## config.mk

```make
export PLATFORM = sky130hd
export DESIGN_NAME = pipe_hazard_ctrl
export DESIGN_NICKNAME = d
export VERILOG_FILES = /design/src/rtl/pipe_hazard_ctrl.sv
export SDC_FILE = /design/constraint.sdc
export NUM_CORES = 1
export LEC_CHECK = 0
export BUFFER_PORTS_ARGS = -buffer_cell sky130_fd_sc_hd__buf_2
export CORE_ASPECT_RATIO = 0.8
export CORE_MARGIN = 2
export CORE_UTILIZATION = 48
export CTS_BUF_LIST = sky130_fd_sc_hd__clkbuf_8 sky130_fd_sc_hd__clkbuf_16
export CTS_CLUSTER_DIAMETER = 100
export DETAILED_ROUTE_END_ITERATION = 12
export GPL_TIMING_DRIVEN = 0
export HOLD_SLACK_MARGIN = 0.05
export MAX_ROUTING_LAYER = met4
export PLACE_DENSITY_LB_ADDON = 0.3
export SETUP_SLACK_MARGIN = 0.02
export SYNTH_ARGS = -nofsm -noshare
export SYNTH_HDL_FRONTEND = slang
export SYNTH_SLANG_ARGS = --single-unit
```

## constraint.sdc

```tcl
create_clock -name clk -period 2.7 [get_ports clk]
set_input_delay 0.405 -clock clk [delete_from_list [all_inputs] [get_ports clk]]
set_output_delay 0.405 -clock clk [all_outputs]
set_load 0.01 [all_outputs]
```

## src/rtl/pipe_hazard_ctrl.sv

```systemverilog
// Hazard and sequencing controller for the five-stage pipeline: load-use stalls,
// redirect flushes, data-memory wait freezing, EX forwarding selects and debug counters.
module pipe_hazard_ctrl #(
  parameter int MAX_WAIT = 16,
  parameter int CNT_W    = 16
) (
  input  logic             clk,
  input  logic             rst_n,
  input  logic [4:0]       id_rs1,
  input  logic [4:0]       id_rs2,
  input  logic             id_use_rs1,
  input  logic             id_use_rs2,
  input  logic [4:0]       ex_rs1,
  input  logic [4:0]       ex_rs2,
  input  logic [4:0]       ex_wR,
  input  logic             ex_rf_we,
  input  logic [1:0]       ex_wd_sel,
  input  logic             ex_have_inst,
  input  logic             ex_redirect,
  input  logic [4:0]       mem_wR,
  input  logic             mem_rf_we,
  input  logic [1:0]       mem_wd_sel,
  input  logic             mem_dram_we,
  input  logic             mem_have_inst,
  input  logic [4:0]       wb_wR,
  input  logic             wb_rf_we,
  input  logic             dram_ack,
  output logic             pc_stall,
  output logic             ifid_stall,
  output logic             idex_stall,
  output logic             exmem_stall,
  output logic             ifid_flush,
  output logic             idex_flush,
  output logic             memwb_flush,
  output logic [1:0]       fwd_a,
  output logic [1:0]       fwd_b,
  output logic             dram_req,
  output logic             mem_err,
  output logic [CNT_W-1:0] stall_cnt,
  output logic [CNT_W-1:0] flush_cnt,
  output logic             fsm_state
);

  localparam int WC_W = (MAX_WAIT > 2) ? $clog2(MAX_WAIT) : 1;
  localparam logic [WC_W-1:0] WAIT_LAST = WC_W'(MAX_WAIT - 1);

  typedef enum logic {RUN = 1'b0, MEM_WAIT = 1'b1} state_t;

  state_t          state;
  logic [WC_W-1:0] wait_cnt;

  logic mem_access;
  logic timeout;
  logic freeze;
  logic redirect;
  logic load_hit;
  logic load_use;
  logic mem_fwd_ok;
  logic wb_fwd_ok;

  // rst_n is active-high; every combinational output takes its reset value while it is asserted.
  assign mem_access = mem_have_inst & (mem_dram_we | (mem_wd_sel == 2'b01));
  assign dram_req   = ~rst_n & mem_access;
  assign timeout    = (state == MEM_WAIT) & ~dram_ack & (wait_cnt == WAIT_LAST);
  assign freeze     = dram_req & ~dram_ack & ~timeout;
  assign redirect   = ~rst_n & ~freeze & ex_redirect & ex_have_inst;

  assign load_hit = ex_have_inst & ex_rf_we & (ex_wd_sel == 2'b01) & (ex_wR != 5'd0) &
                    ((id_use_rs1 & (id_rs1 == ex_wR)) | (id_use_rs2 & (id_rs2 == ex_wR)));
  assign load_use = ~rst_n & ~freeze & ~redirect & load_hit;

  assign pc_stall    = freeze | load_use;
  assign ifid_stall  = freeze | load_use;
  assign idex_stall  = freeze;
  assign exmem_stall = freeze;
  assign ifid_flush  = rst_n | redirect;
  assign idex_flush  = rst_n | redirect | load_use;
  assign memwb_flush = rst_n | freeze;

  // A load in MEM has no data yet, so only non-load MEM results are forwarded.
  assign mem_fwd_ok = mem_have_inst & mem_rf_we & (mem_wd_sel != 2'b01) & (mem_wR != 5'd0);
  assign wb_fwd_ok  = wb_rf_we & (wb_wR != 5'd0);

  always_comb begin
    fwd_a = 2'b00;
    fwd_b = 2'b00;
    if (!rst_n) begin
      if (mem_fwd_ok && mem_wR == ex_rs1)     fwd_a = 2'b01;
      else if (wb_fwd_ok && wb_wR == ex_rs1)  fwd_a = 2'b10;
      if (mem_fwd_ok && mem_wR == ex_rs2)     fwd_b = 2'b01;
      else if (wb_fwd_ok && wb_wR == ex_rs2)  fwd_b = 2'b10;
    end
  end

  assign fsm_state = state;

  always_ff @(posedge clk or posedge rst_n) begin
    if (rst_n) begin
      state     <= RUN;
      wait_cnt  <= '0;
      mem_err   <= 1'b0;
      stall_cnt <= '0;
      flush_cnt <= '0;
    end else begin
      case (state)
        RUN: begin
          if (dram_req && !dram_ack) begin
            state    <= MEM_WAIT;
            wait_cnt <= '0;
          end
        end
        MEM_WAIT: begin
          if (dram_ack) begin
            state <= RUN;
          end else if (timeout) begin
            state   <= RUN;
            mem_err <= 1'b1;
          end else begin
            wait_cnt <= wait_cnt + 1'b1;
          end
        end
        default: state <= RUN;
      endcase
      if (pc_stall && stall_cnt != '1) stall_cnt <= stall_cnt + 1'b1;
      if (redirect && flush_cnt != '1) flush_cnt <= flush_cnt + 1'b1;
    end
  end

endmodule
```

==> flow_metrics.env <==
export IMPL_die_h_um=66.0
export IMPL_min_delay_path_class="input port to asynchronous set/reset pin"
export IMPL_asyncSetResetFlopFracSynth=1.00
export IMPL_antenna_cells_inserted=0
export IMPL_max_slew_violation_count=0
export IMPL_run_status="finished, final reports clean"
export IMPL_setup_worst_path_end_class="output port"
export IMPL_relSlewSlack=0.440
export IMPL_core_area_um2=4600
export IMPL_synth_seq_area_share=0.412
export IMPL_dpl_worst_slack_ps=187
export IMPL_floorplan_die_area_um2=5380
export IMPL_timing_hold_violations_final=0
export IMPL_power_share_clock=0.253
export IMPL_routed_wire_length_per_instance_um=13.6
export IMPL_synthesis_instances=239
export IMPL_cap_violations=0
export IMPL_boundaryPins=97
export IMPL_grt_remaining_overflow=0
export IMPL_clock_path_buffers=2
export IMPL_number_of_synthesis_warnings=0
export IMPL_synth_seq_cells=38
export IMPL_grt_pass1_vias=1915
export IMPL_numClockSinks=38
export IMPL_synth_cell_type_count=42
export IMPL_io_buffers=96
export IMPL_rsz0062_at_grt="false"
export IMPL_nFillCells=404
export IMPL_cp_arrival_ps=2090
export IMPL_synth_edff_count=0
export IMPL_slowest_stage="sky130_fd_sc_hd__dfrtp_1"
export IMPL_row_count=22
export IMPL_critPathMaxStageDelay_ps=390
export IMPL_number_of_antenna_violations_at_the_first_check_in_global_routing=0
export IMPL_fin_total_pwr_mw=1.51
export IMPL_place_inst=395
export IMPL_max_slew_worst_pin_slew_ps=838
export IMPL_max_freq_mhz=401
export IMPL_number_of_iterations_in_the_first_detailed_routing_pass=4
export IMPL_finalWorstPathRequiredPeriod_ps=2490
export IMPL_critical_path_cell_list="ha_1 > nand3_1 > nor3b_4 > nor2_1 > a21o_2 > buf_4 > buf_2"
export IMPL_syn_num_nets=293
export IMPL_detail_route_antenna_nets=0
export IMPL_syn_to_final_growth_pct=28.7
export IMPL_pin_count_of_the_biggest_net_entering_global_routing=43
export IMPL_seq_area_um2=951
export IMPL_iteration_0_drc_count_of_the_detailed_router=117
export IMPL_clock_skew_ps=4.66
export IMPL_routed_wirelength_mm=5.45
export IMPL_place_hpwl_mm=4.39
export IMPL_path_max_fanout=9
export IMPL_required_arrival_time_at_the_worst_endpoint_ps=2300
export IMPL_multi_input_logic_area_um2=1290
export IMPL_p_leak_nw=1.51
export IMPL_peakVddDrop_mv=0.264
export IMPL_die_x_um=81.5
export IMPL_post_synth_cell_area_avg_um2=9.66
export IMPL_sw_frac_of_total=0.320
export IMPL_cts_tree="built"
export IMPL_cts_root_buf="sky130_fd_sc_hd__clkbuf_8"
export IMPL_final_layout_size_suffix_gt1_frac=0.342
export IMPL_ys_dominant_reg_cell="sky130_fd_sc_hd__dfrtp_1"
export IMPL_mappedNetlistArea_um2=2310
export IMPL_power_share_combinational=0.253
export IMPL_total_routing_resource_utilization_after_global_routing=0.219
export IMPL_timing_final_setup_violations=0
export IMPL_final_critical_path_setup_slack_ps=208
export IMPL_power_density_nw_per_um2=510
export IMPL_cts_htree_levels=2
export IMPL_detail_route_vias_per_cell=5.26
export IMPL_p_int_mw=1.03
export IMPL_instances_no_fill=402
export IMPL_net_count_reported_at_finish=397
export IMPL_clkTransAtPathRegs_ps=70
export IMPL_tritoncts_num_buffers=5
export IMPL_setup_worst_path_class="flip-flop to output port"
export IMPL_initial_core_util=0.502
export IMPL_total_switching_power_uw=484
export IMPL_detail_route_drc_violations=0
export IMPL_power_share_sequential=0.494
export IMPL_min_period_over_period=0.923
export IMPL_first_pass_grt_wire_length_mm=8.65
export IMPL_clock_latency_ps=290
export IMPL_worst_setup_path_start_kind="flip-flop"
export IMPL_globalplace_congestion=0.867
export IMPL_vias_after_detailed_routing=2116
[Yosys cell counts, drive strengths merged, types with 2 or more instances]
master	number	share of area
a21oi	2	0.0060
and3	8	0.022
buf	3	0.0087
dfrtp	38	0.41
ha	3	0.016
inv	15	0.024
mux2	2	0.011
nand2	13	0.021
nand3	14	0.033
nand4	14	0.038
nor2	20	0.033
nor2b	3	0.0081
nor3	6	0.013
nor3b	2	0.0065
o2111ai	4	0.015
o211ai	3	0.0098
o21ai	6	0.013
or3	3	0.010
or4	3	0.0098
xnor2	41	0.16
xor2	20	0.076
[routing by layer]
| metal | track usage | vias to the layer above | share of wire |
|---|---|---|---|
| met5 | - | - | 0 |
| met4 | 0.0763 | 0 | 0.014 |
| met3 | 0.0396 | 7 | 0.068 |
| met2 | 0.353 | 79 | 0.48 |
| met1 | 0.278 | 994 | 0.44 |
| li1 | - | 1036 | - |
[cell type report]
cell class              instances  share of cell area
clock buffers                   6              0.0278
flip-flops and latches         38               0.320
plain buffers                   3             0.00674
repair buffers                 98               0.167
well taps                      60              0.0253
inverters                      15              0.0190
multi-input cells             182               0.434
[power groups by stage]
stage	clock network, mW	logic (mW)	registers [mW]
after detailed placement	0	0.387	0.756
after CTS	0.391	0.389	0.747
after global routing	0.416	0.422	0.763
after global placement	0	0.369	0.751
after floorplan	0	0.190	0.770
final	0.382	0.383	0.748
[cells in the final DEF (no fill, tap or decap), types with 4 or more instances in the layout]
| cell | instances |
|---|---|
| sky130_fd_sc_hd__buf_2 | 97 |
| sky130_fd_sc_hd__xnor2_1 | 41 |
| sky130_fd_sc_hd__dfrtp_1 | 38 |
| sky130_fd_sc_hd__nor2_1 | 20 |
| sky130_fd_sc_hd__xor2_1 | 20 |
| sky130_fd_sc_hd__nand4_1 | 14 |
| sky130_fd_sc_hd__inv_1 | 14 |
| sky130_fd_sc_hd__nand2_1 | 13 |
| sky130_fd_sc_hd__nand3_1 | 13 |
| sky130_fd_sc_hd__and3_1 | 8 |
| sky130_fd_sc_hd__nor3_1 | 6 |
| sky130_fd_sc_hd__o21ai_0 | 6 |
| sky130_fd_sc_hd__clkbuf_8 | 6 |
| sky130_fd_sc_hd__o2111ai_1 | 4 |
| sky130_fd_sc_hd__buf_4 | 4 |
[path summary, 6_finish.rpt]
check	start	endpoint	slack (ps)	cells after the start
setup / recovery	wait_cnt[0]$_DFFE_PP0P_	pc_stall	210	7
hold / removal	rst_n	flush_cnt[1]$_DFFE_PP0P_	340	2
setup reg to reg	wait_cnt[0]$_DFFE_PP0P_	flush_cnt[15]$_DFFE_PP0P_	410	8
hold reg to reg	mem_err$_DFFE_PP0P_	mem_err$_DFFE_PP0P_	470	1
max in group asynchronous	rst_n	flush_cnt[12]$_DFFE_PP0P_	1830	2
min in group clk	mem_err$_DFFE_PP0P_	mem_err$_DFFE_PP0P_	470	1
[critical path: cells and delay by family, from the launching register on]
family / cells / cell delay, ps
simple gates: 3 / 640
buf+inv: 2 / 270
compound gates: 1 / 290
fa+ha+maj: 1 / 200
flops: 1 / 390
[cell families (layout without fill, tap and decap cells)]
family,count (synthesis),in the layout,synth area share
flip-flops,38,38,0.412
multiplexers,3,3,0.0157
XOR/XNOR,61,61,0.231
buffers and inverters,19,122,0.0347
adder cells (fa/ha/maj),3,3,0.0163
AND/OR/NAND/NOR,92,92,0.214
AO/OA/AOI/OAI,23,23,0.0764
[sequential cells by signal (all words and copies together) (netlist names)]
signal	count
wait_cnt	4
fsm_state	1
stall_cnt	16
mem_err	1
flush_cnt	16
[timing repair]
action	in CTS	in global routing
buffers inserted	0	2
hold buffers	0	0
resized for setup	1	2
pin swaps	0	1
setup endpoints to repair	2	3
[through the flow]
step / TNS [ps] / util / hold WS (ps) / instance area [µm²]
5_1_grt: 0 / 0.646 / 432 / 2970
4_1_cts: 0 / 0.642 / 377 / 2950
3_5_place_dp: 0 / 0.623 / 459 / 2860
6_report: 0 / 0.646 / 342 / 2970
2_1_floorplan: 0 / - / 478 / 2310
3_3_place_gp: -2600 / 0.623 / 451 / 2860
Power figures use the tool's default switching activity.
